==> src/rtl/crc7_encoder.sv <==
// Bit-serial CRC-7 encoder: takes a data word over valid/ready, shifts it MSB-first
// through a CRC LFSR, then presents {data, crc} until the downstream consumes it.
module crc7_encoder #(
    parameter int                DATA_W = 16,
    parameter int                CRC_W  = 7,
    parameter logic [CRC_W-1:0]  POLY   = 7'h09
) (
    input  logic                      CLK,
    input  logic                      reset,
    input  logic                      in_valid,
    output logic                      in_ready,
    input  logic [DATA_W-1:0]         in_data,
    output logic                      out_valid,
    input  logic                      out_ready,
    output logic [DATA_W+CRC_W-1:0]   out_code,
    output logic                      busy
);
    localparam int CNT_W = (DATA_W > 1) ? $clog2(DATA_W) : 1;
    localparam logic [CNT_W-1:0] LAST_BIT = CNT_W'(DATA_W - 1);

    typedef enum logic [1:0] {IDLE, SHIFT, DONE} state_t;

    state_t              state, state_nxt;
    logic [DATA_W-1:0]   shift_reg, hold_data;
    logic [CRC_W-1:0]    crc;
    logic [CNT_W-1:0]    cnt;
    logic                accept, fb;

    always_ff @(posedge CLK or negedge reset) begin
        if (!reset) state <= IDLE;
        else        state <= state_nxt;
    end

    always_comb begin
        state_nxt = state;
        accept    = 1'b0;
        in_ready  = 1'b0;
        out_valid = 1'b0;
        busy      = 1'b0;
        out_code  = '0;
        case (state)
            IDLE: begin
                // gated by reset so nothing advertises readiness while held in reset
                in_ready = reset;
                if (in_valid) begin
                    accept    = 1'b1;
                    state_nxt = SHIFT;
                end
            end
            SHIFT: begin
                busy = 1'b1;
                if (cnt == LAST_BIT) state_nxt = DONE;
            end
            DONE: begin
                busy      = 1'b1;
                out_valid = 1'b1;
                out_code  = {hold_data, crc};
                if (out_ready) state_nxt = IDLE;
            end
            default: state_nxt = IDLE;
        endcase
    end

    assign fb = shift_reg[DATA_W-1] ^ crc[CRC_W-1];

    always_ff @(posedge CLK or negedge reset) begin
        if (!reset) begin
            shift_reg <= '0;
            hold_data <= '0;
            crc       <= '0;
            cnt       <= '0;
        end else if (accept) begin
            shift_reg <= in_data;
            hold_data <= in_data;
            crc       <= '0;
            cnt       <= '0;
        end else if (state == SHIFT) begin
            crc       <= {crc[CRC_W-2:0], 1'b0} ^ (fb ? POLY : '0);
            shift_reg <= shift_reg << 1;
            cnt       <= cnt + 1'b1;
        end
    end
endmodule

==> config.mk <==
export PLATFORM = sky130hd
export DESIGN_NAME = crc7_encoder
export DESIGN_NICKNAME = d
export VERILOG_FILES = /design/src/rtl/crc7_encoder.sv
export SDC_FILE = /design/constraint.sdc
export NUM_CORES = 1
export LEC_CHECK = 0
export BUFFER_PORTS_ARGS = -buffer_cell sky130_fd_sc_hd__buf_2
export CORE_MARGIN = 2
export CORE_UTILIZATION = 40
export CTS_BUF_LIST = sky130_fd_sc_hd__clkbuf_16
export DETAILED_ROUTE_END_ITERATION = 16
export GPL_TIMING_DRIVEN = 1
export PLACE_DENSITY = 0.65
export SETUP_SLACK_MARGIN = 0.3
export SYNTH_ARGS = -nofsm -noshare
export SYNTH_HDL_FRONTEND = slang
export SYNTH_SLANG_ARGS = --single-unit
==> constraint.sdc <==
create_clock -name CLK -period 3.1 [get_ports CLK]
set_input_delay 0.155 -clock CLK [delete_from_list [all_inputs] [get_ports CLK]]
set_output_delay 0.155 -clock CLK [all_outputs]
set_load 0.005 [all_outputs]
# ---- Word-level counts from Yosys, hierarchy flattened
# Index checks and enable logic that the tools add are counted.
dict set report word_totals {
  in_bits 20
  latch_bits 0
  register_bits 45
  memories 0
  rom_bits 0
  word_cells 35
  ramBits 0
}
dict set report classes {
  order_cmp 0
  eq_ne 6
  n_mux 17
  add_sub_neg 1
  n_mul 0
  shifts 0
  bitwise 2
  n_reduce_logical 4
  div_mod_pow 0
}
# op count
set op_table {}
lappend op_table {{two-way mux 16 bit} 2}
lappend op_table {{two-way mux 23 bit} 1}
lappend op_table {{two-way mux 7 bit} 2}
lappend op_table {{two-way mux 4 bit} 3}
lappend op_table {{bitwise XOR 7 x 4 -> 7 bit} 1}
lappend op_table {{two-way mux 2 bit} 3}
lappend op_table {{!= test 2 bit (second input constant)} 3}
lappend op_table {{case mux 2 bit (3 select lines)} 1}
lappend op_table {{two-way mux 1 bit} 5}
lappend op_table {{adder 4 x 1 -> 4 bit (second input constant)} 1}
lappend op_table {{== test 4 bit (second input constant)} 1}
lappend op_table {{AND reduction 3 bit} 1}
lappend op_table {{== test 2 x 1 -> 1 bit (second input constant)} 1}
lappend op_table {{== test 2 bit (second input constant)} 1}
lappend op_table {{logical NOT 2 bit} 1}
lappend op_table {{nonzero test 2 bit} 1}
lappend op_table {{OR reduction 2 bit} 1}
lappend op_table {{bitwise XOR 1 bit} 1}

# ---- Depth between registers and ports, before layout
# Gate-level depths: netlist (run 1).
dict set report depth {
  ltp_word 5
  mapped_depth 7
  depth_no_buf 5
}

# ---- Worst setup path before layout (run 1)
# OpenSTA, ideal clock, no wires.
dict set report synth_timing {
  path_type {register to register}
  start {reg state[0]}
  end {reg state[0]}
  stages_incl_launch_ff 5
  arrival_time_ps 1447
  path_slack_ps 1526
  setup_time_ps 127
  required_ps 2973
  n_path_buf 0
  path_cell_list {dfrtp_1 inv_1 ha_1 a222oi_1 mux2_1}
}
dict set report synth_via {
  elab_chain_cells 3
  elab_cells_between_ends 8
  classes_between {5 x eq/ne; 1 x mux; 2 x reduce/logical}
}
# element line
set synth_lines {}
lappend synth_lines {{from (decl)} 23} ;# state_t state, state_nxt;
lappend synth_lines {{from (signal assigned)} 31} ;# else state <= state_nxt;
lappend synth_lines {{== test 2 x 1 -> 1 bit (tied with other cells)} 41} ;# case (state)
lappend synth_lines {{!= test 2 bit (no source line)} --}
lappend synth_lines {{AND reduction 3 bit (no source line)} --}
# Several ways; a longest one is shown, not always the timed one.
# A chain may end at the register's enable or synchronous reset.

# ---- Worst setup path after layout (run 1)
dict set report layout_timing {
  start {reg state[0]}
  end {reg state[1]}
}
# The elaborated chain is that of the path after synthesis.

==> results of run 1 <==
## logic make-up (layout without fill, tap and decap cells)
family,count (synthesis),in the layout
mux,23,23
simple gates,93,93
xor+xnor,4,4
flops,45,45
buf+inv,16,60
compound gates,18,18
fa+ha+maj,6,6
## cells in the final DEF (no fill, tap or decap)
cell type,count
a222oi_1,1
nor2_1,11
and3b_1,1
mux2i_1,21
dlygate4sd3_1,1
buf_2,45
nand3b_1,1
nand4_1,1
xnor2_1,2
nor3_1,1
mux2_1,2
nand2_1,52
a211oi_1,1
xor2_1,2
o21ai_0,16
ha_1,6
dfrtp_1,45
nand3_1,1
buf_4,3
inv_1,5
clkbuf_16,5
and2_1,25
clkinv_1,1
## cells in the mapped netlist (2+ instances only)
cell type,instances
mux2_1,2
nor2_1,11
xnor2_1,2
buf_2,5
dfrtp_1,45
mux2i_1,21
nand2_1,52
clkbuf_1,7
ha_1,6
and2_1,25
o21ai_0,16
xor2_1,2
inv_1,4
## final cells by class
| type | instances | area (um2) | area share, % |
|---|---|---|---|
| timing repair buffer | 49 | 257.7 | 10.37 |
| multi-input combinational | 144 | 865.8 | 34.84 |
| sequential | 45 | 1126 | 45.32 |
| tap | 70 | 87.58 | 3.525 |
| clock buffer | 5 | 125.1 | 5.035 |
| clock inverter | 2 | 7.507 | 0.3021 |
| inverter | 4 | 15.01 | 0.6042 |
## critical path: stages (launching register included)
cell	delay [ps]
dfrtp_1	380
inv_1	90
ha_1	440
a222oi_1	540
mux2_1	370
## routing by layer
metal  up-vias  global-route usage (%)
met5         -                       0
met4         0                   4.678
met3         4                   3.968
met2        43                   22.32
met1       682                   22.51
li1        747                       -
## power by group
part,total [W],switching (W),leakage [nW],internal [W]
sequential,0.00102,0.000153,0.567,0.000864
clock,0.000488,0.000200,0.0685,0.000288
combinational,0.000878,0.000481,0.682,0.000397
## how the worst min path moves through the flow
stage | start | end | slack [ps] | depth (start not counted)
2_1_floorplan | reset | cnt[0]$_DFFE_PN0P_ | -140 | 0
3_3_place_gp | reset | hold_data[2]$_DFFE_PN0P_ | 110 | 1
3_5_place_dp | reset | hold_data[3]$_DFFE_PN0P_ | 110 | 1
4_1_cts | in_data[8] | hold_data[8]$_DFFE_PN0P_ | 80 | 3
5_1_grt | in_data[13] | hold_data[13]$_DFFE_PN0P_ | 100 | 3
6_report | in_data[11] | hold_data[11]$_DFFE_PN0P_ | 90 | 3
## stage by stage
stage / std cells / hold slack [ps]
2_1_floorplan: 205 / -140.6
3_3_place_gp: 311 / 110.1
3_5_place_dp: 311 / 110.3
4_1_cts: 319 / 80.07
5_1_grt: 319 / 99.31
6_report: 319 / 85.55
## what timing repair did
| item | in CTS | in global routing |
|---|---|---|
| gates resized for setup | 0 | 0 |
| hold buffers | 1 | 0 |
| hold endpoints to repair | 17 | 0 |
| setup buffers | 0 | 0 |
==> flow_summary.ini, run 1 <==
[critical_path]
startpoint = state[0]$_DFFE_PN0P_
reg2reg_slack_ps = 1150
worstSetupStartpointType = flip-flop
reg2reg_depth = 4
cp-end-kind = flip-flop
critPathMaxFanout = 25
crit_type = flip-flop to flip-flop
r2r_end = state[1]$_DFFE_PN0P_
timing.rr.start = state[0]$_DFFE_PN0P_
critPathRequiredTime_ps = 3260
cp.arrival_ps = 2110
endpoint = state[1]$_DFFE_PN0P_

[logic_synthesis]
synthTopCellsByArea = dfrtp_1 55%, mux2i_1 10%, nand2_1 9.5%
ys.flop_type = dfrtp_1
avgSynthCellArea_um2 = 10.04
synth_edf_count = 0
synth_fp_nets = 231
yosysTopAreaCell = dfrtp_1
synthXorXnorAreaFrac_pct = 1.702
synth-simple-area-share_pct = 20.67
synth_cell_types = 20
synth-compound-area-share_pct = 4.742
synthCells = 205
ys_seq_area_share_pct = 54.71
synth_seq_cells = 45
synth_top_family_by_area = simple AND/OR/NAND/NOR gates
ys_warn_count = 0
syn_area_mm2 = 0.002058
async_flop_share_pct = 100.0
yosys.area_share.adder_pct = 3.647
synth_mux_area_share_pct = 11.31
yosysTopAreaCellShare_pct = 54.71

[routing]
first_iter_violations = 121
routed.top_layer = met4
antenna_left = 0
via_per_inst = 4.627
met2_length_mm = 1.627
wl_met1_mm = 2.017
drc_errors = 0
firstDrtPassIters = 4
wl_met3_um = 219
wire_per_inst_um = 12.24
wirelength_mm = 3.903
vias = 1476

[clocking]
clk_latency_ps = 280
cts_made_buffers = 5
clk_pin_slew_ps = 60
htree_levels = 2
cts-root-buf = clkbuf_16
cts_tree = yes
clock-sinks = 45
cts_buffer_depth = 2

[floorplan]
die_w_um = 75.73
core.rowCount = 26
core_mm2 = 0.005042
die-area_mm2 = 0.005735
start_util_pct = 40.82
die_h_um = 75.73
ios = 46

[power]
finalPower_w = 0.002383
powerDensity_mw_per_mm2 = 958.9
ir_worst_vdd_mv = 0.4913
p_leak_nw = 1.318

[timing]
finalMaxSlewViolations = 0
worst_slack_ps = 1149
max_freq_mhz = 512.6
rsz0062_at_grt = no
hold_viol = 0
skew_ps = 3.292
tightest_slew_ps = 670.8
slew_headroom_pct = 55.17
fin_crit_ps = 1951
setup_viol = 0
post-route-period-util_pct = 62.93
setup_tns_ps = 0

[placement]
dp_slack_ps = 1102
place_congestion = 0.7114
portBuffers = 45
place_area_mm2 = 0.002342
dpl.hpwl_mm = 2.630

[min_path]
holdCritPathClass = input pin to flip-flop

[cells_and_area]
fin_nets = 275
area_growth_syn_to_layout_pct = 20.73
fillers = 498
utilization_pct = 49.28
design_area_mm2 = 0.002485
final_layout_size_suffix_gt1_share_pct = 21.29
antennaDiodeCount = 0

[global_route]
antenna_found_initial = 0
grt_start_max_net_pins = 42
gr-usage-all-layers_pct = 15.31
grt_pass1_vias = 1425
grt_overflow_total = 0
grt_first_pass_wirelength_mm = 6.568

[flow_run]
max_cap_viol_count = 0

[run_status]
status = finished, final reports clean
Note: power is estimated with default switching activity, not from simulation.
==> run 2, diff against run 1 <==
- clock period: 3.1 -> 2 ns (I/O delays scaled with it)
==> run 2 against run 1 <==
Compared with the run above:
- die area unchanged
- the run now ends with negative hold slack left
- power increased by 58%
- count of clock-buffer cells in the layout did not move
- combinational power rose by 62%
==> flow_summary.ini, run 2 (same netlist as run 1, synthesis figures left out) <==
[floorplan]
die-area_mm2 = 0.005735
core_mm2 = 0.005042
die_w_um = 75.73
start_util_pct = 40.82
core.rowCount = 26
ios = 46
die_h_um = 75.73

[critical_path]
worstSetupStartpointType = flip-flop
cp_num_buf_inv = 2
crit_type = flip-flop to flip-flop
critPathMaxFanout = 4
timing.rr.start = state[0]$_DFFE_PN0P_
startpoint = state[0]$_DFFE_PN0P_
cp_top_family = flip-flops
critPathRequiredTime_ps = 2160
crit_chain = inv_2, ha_1, a222oi_1, buf_4, mux2_1
cp.arrival_ps = 1800
slowest_stage = dfrtp_1
slowest_delay_ps = 400
cp-end-kind = flip-flop

[placement]
place_area_mm2 = 0.002370
portBuffers = 45
dpl.hpwl_mm = 2.688
place_congestion = 0.6966
dp_slack_ps = 350.9

[cells_and_area]
fin_nets = 277
fillers = 490
antennaDiodeCount = 0
layout_common_cells = 52 x nand2_1, 45 x dfrtp_1, 45 x buf_2, 25 x and2_1, 21 x mux2i_1
design_area_mm2 = 0.002514
final_common_cell = nand2_1
area_growth_syn_to_layout_pct = 22.13
final_layout_size_suffix_gt1_share_pct = 22.71

[timing]
skew_ps = 2.795
tightest_slew_ps = 561.7
hold_viol = 45
whs_ps = -34.14
fin_crit_ps = 1637
rsz0062_at_grt = no
worst_slack_ps = 363.4
max_freq_mhz = 611.0
slew_headroom_pct = 62.56
setup_viol = 0
finalMaxSlewViolations = 0
post-route-period-util_pct = 81.83
setup_tns_ps = 0

[global_route]
gr-usage-all-layers_pct = 15.68
grt_start_max_net_pins = 46
grt_first_pass_wirelength_mm = 6.679
grt_pass1_vias = 1374
grt_overflow_total = 0
antenna_found_initial = 0

[routing]
drc_errors = 0
first_iter_violations = 29
firstDrtPassIters = 4
wirelength_mm = 4.056
via_per_inst = 4.617
antenna_left = 0
vias = 1482
wire_per_inst_um = 12.64

[power]
p_leak_nw = 1.331
powerDensity_mw_per_mm2 = 1500
finalPower_w = 0.003772
ir_worst_vdd_mv = 0.5723

[run_status]
violations = negative hold slack
status = complete, but fails checks

[clocking]
clk_pin_slew_ps = 60
cts_tree = yes
cts-root-buf = clkbuf_16
cts_hold_repair.buffers = 0
htree_levels = 2
clock-sinks = 45
cts_buffer_depth = 2
cts_made_buffers = 5
clk_latency_ps = 280

[min_path]
holdCritPathClass = input pin to async pin

[flow_run]
max_cap_viol_count = 0
[run 2: cell count changes in the layout (fill, tap and decap cells not counted), sizes merged]
| cell | change |
|---|---|
| buf | +3 |
| dlygate4sd3 | -1 |
[run 2: per-stage QoR]
step	util, %	instances
4_1_cts	49.63	320
6_report	49.85	321
5_1_grt	49.85	321
3_5_place_dp	47.00	313
3_3_place_gp	47.00	313
2_1_floorplan	-	205
[run 2: layout make-up]
class | count | area, um2 | share of cell area, %
well taps | 70 | 87.58 | 3.484
multi-input cells | 144 | 865.8 | 34.44
clock buffers | 5 | 125.1 | 4.978
flip-flops and latches | 45 | 1126 | 44.80
inverters | 4 | 15.01 | 0.5973
clock inverters | 2 | 7.507 | 0.2987
repair buffers | 51 | 286.5 | 11.40
[run 2: final timing paths]
check	endpoint	slack (ps)	depth (start not counted)
worst max-delay path	state[0]$_DFFE_PN0P_	360	5
worst min-delay path	hold_data[2]$_DFFE_PN0P_	-30	2
worst max register to register	state[0]$_DFFE_PN0P_	360	5
worst min register to register	hold_data[7]$_DFFE_PN0P_	460	2
max in group asynchronous	hold_data[14]$_DFFE_PN0P_	1640	2
min in group CLK	hold_data[13]$_DFFE_PN0P_	30	3
[run 2: metal layers]
layer	routed length [um]	track usage, %	vias to the layer above
met1	2049	23.29	688
li1	-	-	751
met5	0	0	-
met4	42	4.094	0
met2	1756	22.80	38
met3	208	4.233	5
[run 2: repair_timing]
action                     CTS  global route
buffers inserted             0             1
setup endpoints to repair    0             4
resized for setup            0             2
[run 2: report_power, final]
part           internal, W  switching, W
logic             0.000672      0.000753
registers          0.00134      0.000252
clock network     0.000446      0.000308
==> run 3, diff against run 2 <==
- PLACE_DENSITY: 0.65 -> 0.67
- clock period: 2 -> 1.45 ns (I/O delays scaled with it)
==> run 3 against run 2 <==
Compared with the run above:
- the flow finishes with violations (negative setup slack)
- maximum frequency rose by 3.5%
- count of clock-buffer cells in the layout is the same
- register-to-register slack worse by 500 ps
- power rose by 73%
- via count increased by 8.0%
- worst setup slack got worse by 500 ps
- design area grew 17%
- critical path depth did not move
- sequential power rose by 40%
- sequential cell count is the same
- first-iteration DRC count rose to 4.1 times the previous value
==> flow_summary.ini, run 3 (same netlist as run 1, synthesis figures left out) <==
[run_status]
status = complete, but fails checks
violations = negative setup slack

[global_route]
use_met2_pct = 30.92
grt_pass1_vias = 1672
busiest_layer = met2
gr-usage-all-layers_pct = 17.76
grt_start_max_net_pins = 30
antenna_found_initial = 0
grt_use_met3_pct = 5.026
grt_first_pass_wirelength_mm = 7.638
grt_overflow_total = 0
grt_util_met1_pct = 22.11

[min_path]
holdCritPathClass = input pin to flip-flop
hold_depth = 3

[clocking]
cts_tree = yes
clock-sinks = 45
clk_pin_slew_ps = 60
clk_latency_ps = 280
htree_levels = 2
cts_made_buffers = 5
cts-root-buf = clkbuf_16
cts_buffer_depth = 2

[cells_and_area]
fin_nets = 300
design_area_mm2 = 0.002932
layout_common_cells = 50 x nand2_1, 45 x buf_2, 44 x dfrtp_1, 24 x and2_1, 18 x mux2i_1
fillers = 442
antennaDiodeCount = 0
layout.cells.non_filler = 345
area_growth_syn_to_layout_pct = 42.43
final_common_cell = nand2_1
final_layout_size_suffix_gt1_share_pct = 34.18

[power]
powerDensity_mw_per_mm2 = 2227
ir_worst_vdd_mv = 0.9979
p_leak_nw = 1.523

[critical_path]
slowest_delay_ps = 420
endpoint = state[0]$_DFFE_PN0P_
critPathRequiredTime_ps = 1620
crit_type = flip-flop to flip-flop
cp.arrival_ps = 1750
worstSetupStartpointType = flip-flop
slowest_stage = dfrtp_2
timing.rr.start = state[1]$_DFFE_PN0P_
reg2reg_depth = 5
cp-end-kind = flip-flop
startpoint = state[1]$_DFFE_PN0P_
crit_chain = inv_2, ha_2, a222oi_1, buf_4, mux2_1
r2r_end = state[0]$_DFFE_PN0P_
critPathMaxFanout = 3
reg2reg_slack_ps = -130

[timing]
finalMaxSlewViolations = 0
setup_viol = 14
post-route-period-util_pct = 109.1
worst_slack_ps = -131.7
hold_viol = 0
tightest_slew_ps = 369.5
fin_crit_ps = 1582
max_freq_mhz = 632.2
rsz0062_at_grt = yes
slew_headroom_pct = 75.37
skew_ps = 3.594

[placement]
dpl.hpwl_mm = 2.974
place_congestion = 0.7217
place_area_mm2 = 0.002492
place_inst = 324
portBuffers = 45

[routing]
drc_errors = 0
first_iter_violations = 120
wirelength_mm = 4.603
firstDrtPassIters = 4
wire_per_inst_um = 13.34
vias = 1601
via_per_inst = 4.641
antenna_left = 0

[floorplan]
die_w_um = 75.73
start_util_pct = 40.82
die_h_um = 75.73
core.rowCount = 26
core_mm2 = 0.005042
ios = 46
die-area_mm2 = 0.005735

[flow_run]
max_cap_viol_count = 0
[run 3: cell count changes in the layout (fill, tap and decap cells not counted), moves of 2 or more]
| cell | before | now |
|---|---|---|
| nand2_1 | 52 | 50 |
| ha_2 | 0 | 3 |
| o21ai_0 | 16 | 10 |
| dlygate4sd3_1 | 0 | 4 |
| buf_12 | 1 | 4 |
| mux2i_1 | 21 | 18 |
| nand2_2 | 0 | 2 |
| ha_1 | 6 | 2 |
| o21ai_1 | 0 | 6 |
| bufbuf_16 | 0 | 4 |
| buf_4 | 4 | 15 |
| mux2i_2 | 0 | 3 |
[run 3: report_power, final]
| group | total, W | switching, W | leakage, nW | internal, W |
|---|---|---|---|---|
| Combinational | 0.00306 | 0.00127 | 0.875 | 0.00179 |
| Clock | 0.00125 | 0.000451 | 0.0826 | 0.000801 |
| Sequential | 0.00222 | 0.000365 | 0.565 | 0.00185 |
[run 3: critical path, delay by kind of cell (launching register included)]
| kind | cells | cell delay (ps) |
|---|---|---|
| multiplexers | 1 | 310 |
| buffers and inverters | 2 | 250 |
| flip-flops | 1 | 420 |
| adder cells (fa/ha/maj) | 1 | 190 |
| AO/OA/AOI/OAI | 1 | 300 |
[run 3: what timing repair did]
item / in CTS / in global routing
setup endpoints to repair: 71 / 71
gates resized for setup: 9 / 12
buffers inserted: 3 / 2
hold buffers: 4 / 0
hold endpoints to repair: 48 / 0
pin swaps: 2 / 1
gates cloned: 4 / 0
[run 3: how the worst min path moves through the flow]
stage          startpoint                        to  slack (ps)
2_1_floorplan       reset        cnt[0]$_DFFE_PN0P_        -220
3_3_place_gp        reset      state[0]$_DFFE_PN0P_          70
3_5_place_dp        reset      state[0]$_DFFE_PN0P_          70
4_1_cts        in_data[1]  hold_data[1]$_DFFE_PN0P_         0.9
5_1_grt        in_data[7]  hold_data[7]$_DFFE_PN0P_          10
6_report       in_data[2]  hold_data[2]$_DFFE_PN0P_           2
[run 3: per-stage QoR]
stage | worst slack, ps | hold WS (ps) | power [W] | TNS (ps) | utilization, %
2_1_floorplan | -85.22 | -223.1 | 0.003684 | -170.4 | -
3_3_place_gp | -61.85 | 71.33 | 0.004404 | -121.9 | 49.43
3_5_place_dp | -119.0 | 70.82 | 0.004515 | -227.5 | 49.43
4_1_cts | -87.15 | 0.8678 | 0.006411 | -891.7 | 57.22
5_1_grt | -171.0 | 11.18 | 0.007018 | -3264 | 58.14
6_report | -131.7 | 1.527 | 0.006527 | -587.5 | 58.14
[run 3: cell type report]
| cell class | instances | area (um2) | area share (%) |
|---|---|---|---|
| clock buffers | 5 | 125.1 | 4.268 |
| clock inverters | 3 | 37.54 | 1.280 |
| inverters | 4 | 15.01 | 0.5122 |
| multi-input cells | 144 | 928.4 | 31.67 |
| flip-flops and latches | 45 | 1127 | 38.45 |
| well taps | 70 | 87.58 | 2.988 |
| repair buffers | 74 | 610.6 | 20.83 |
[run 3: metal layers]
metal	vias to the layer above	wire length, um
met4	0	52
met3	6	186
met2	39	2377
li1	799	-
met1	757	1987
met5	-	0
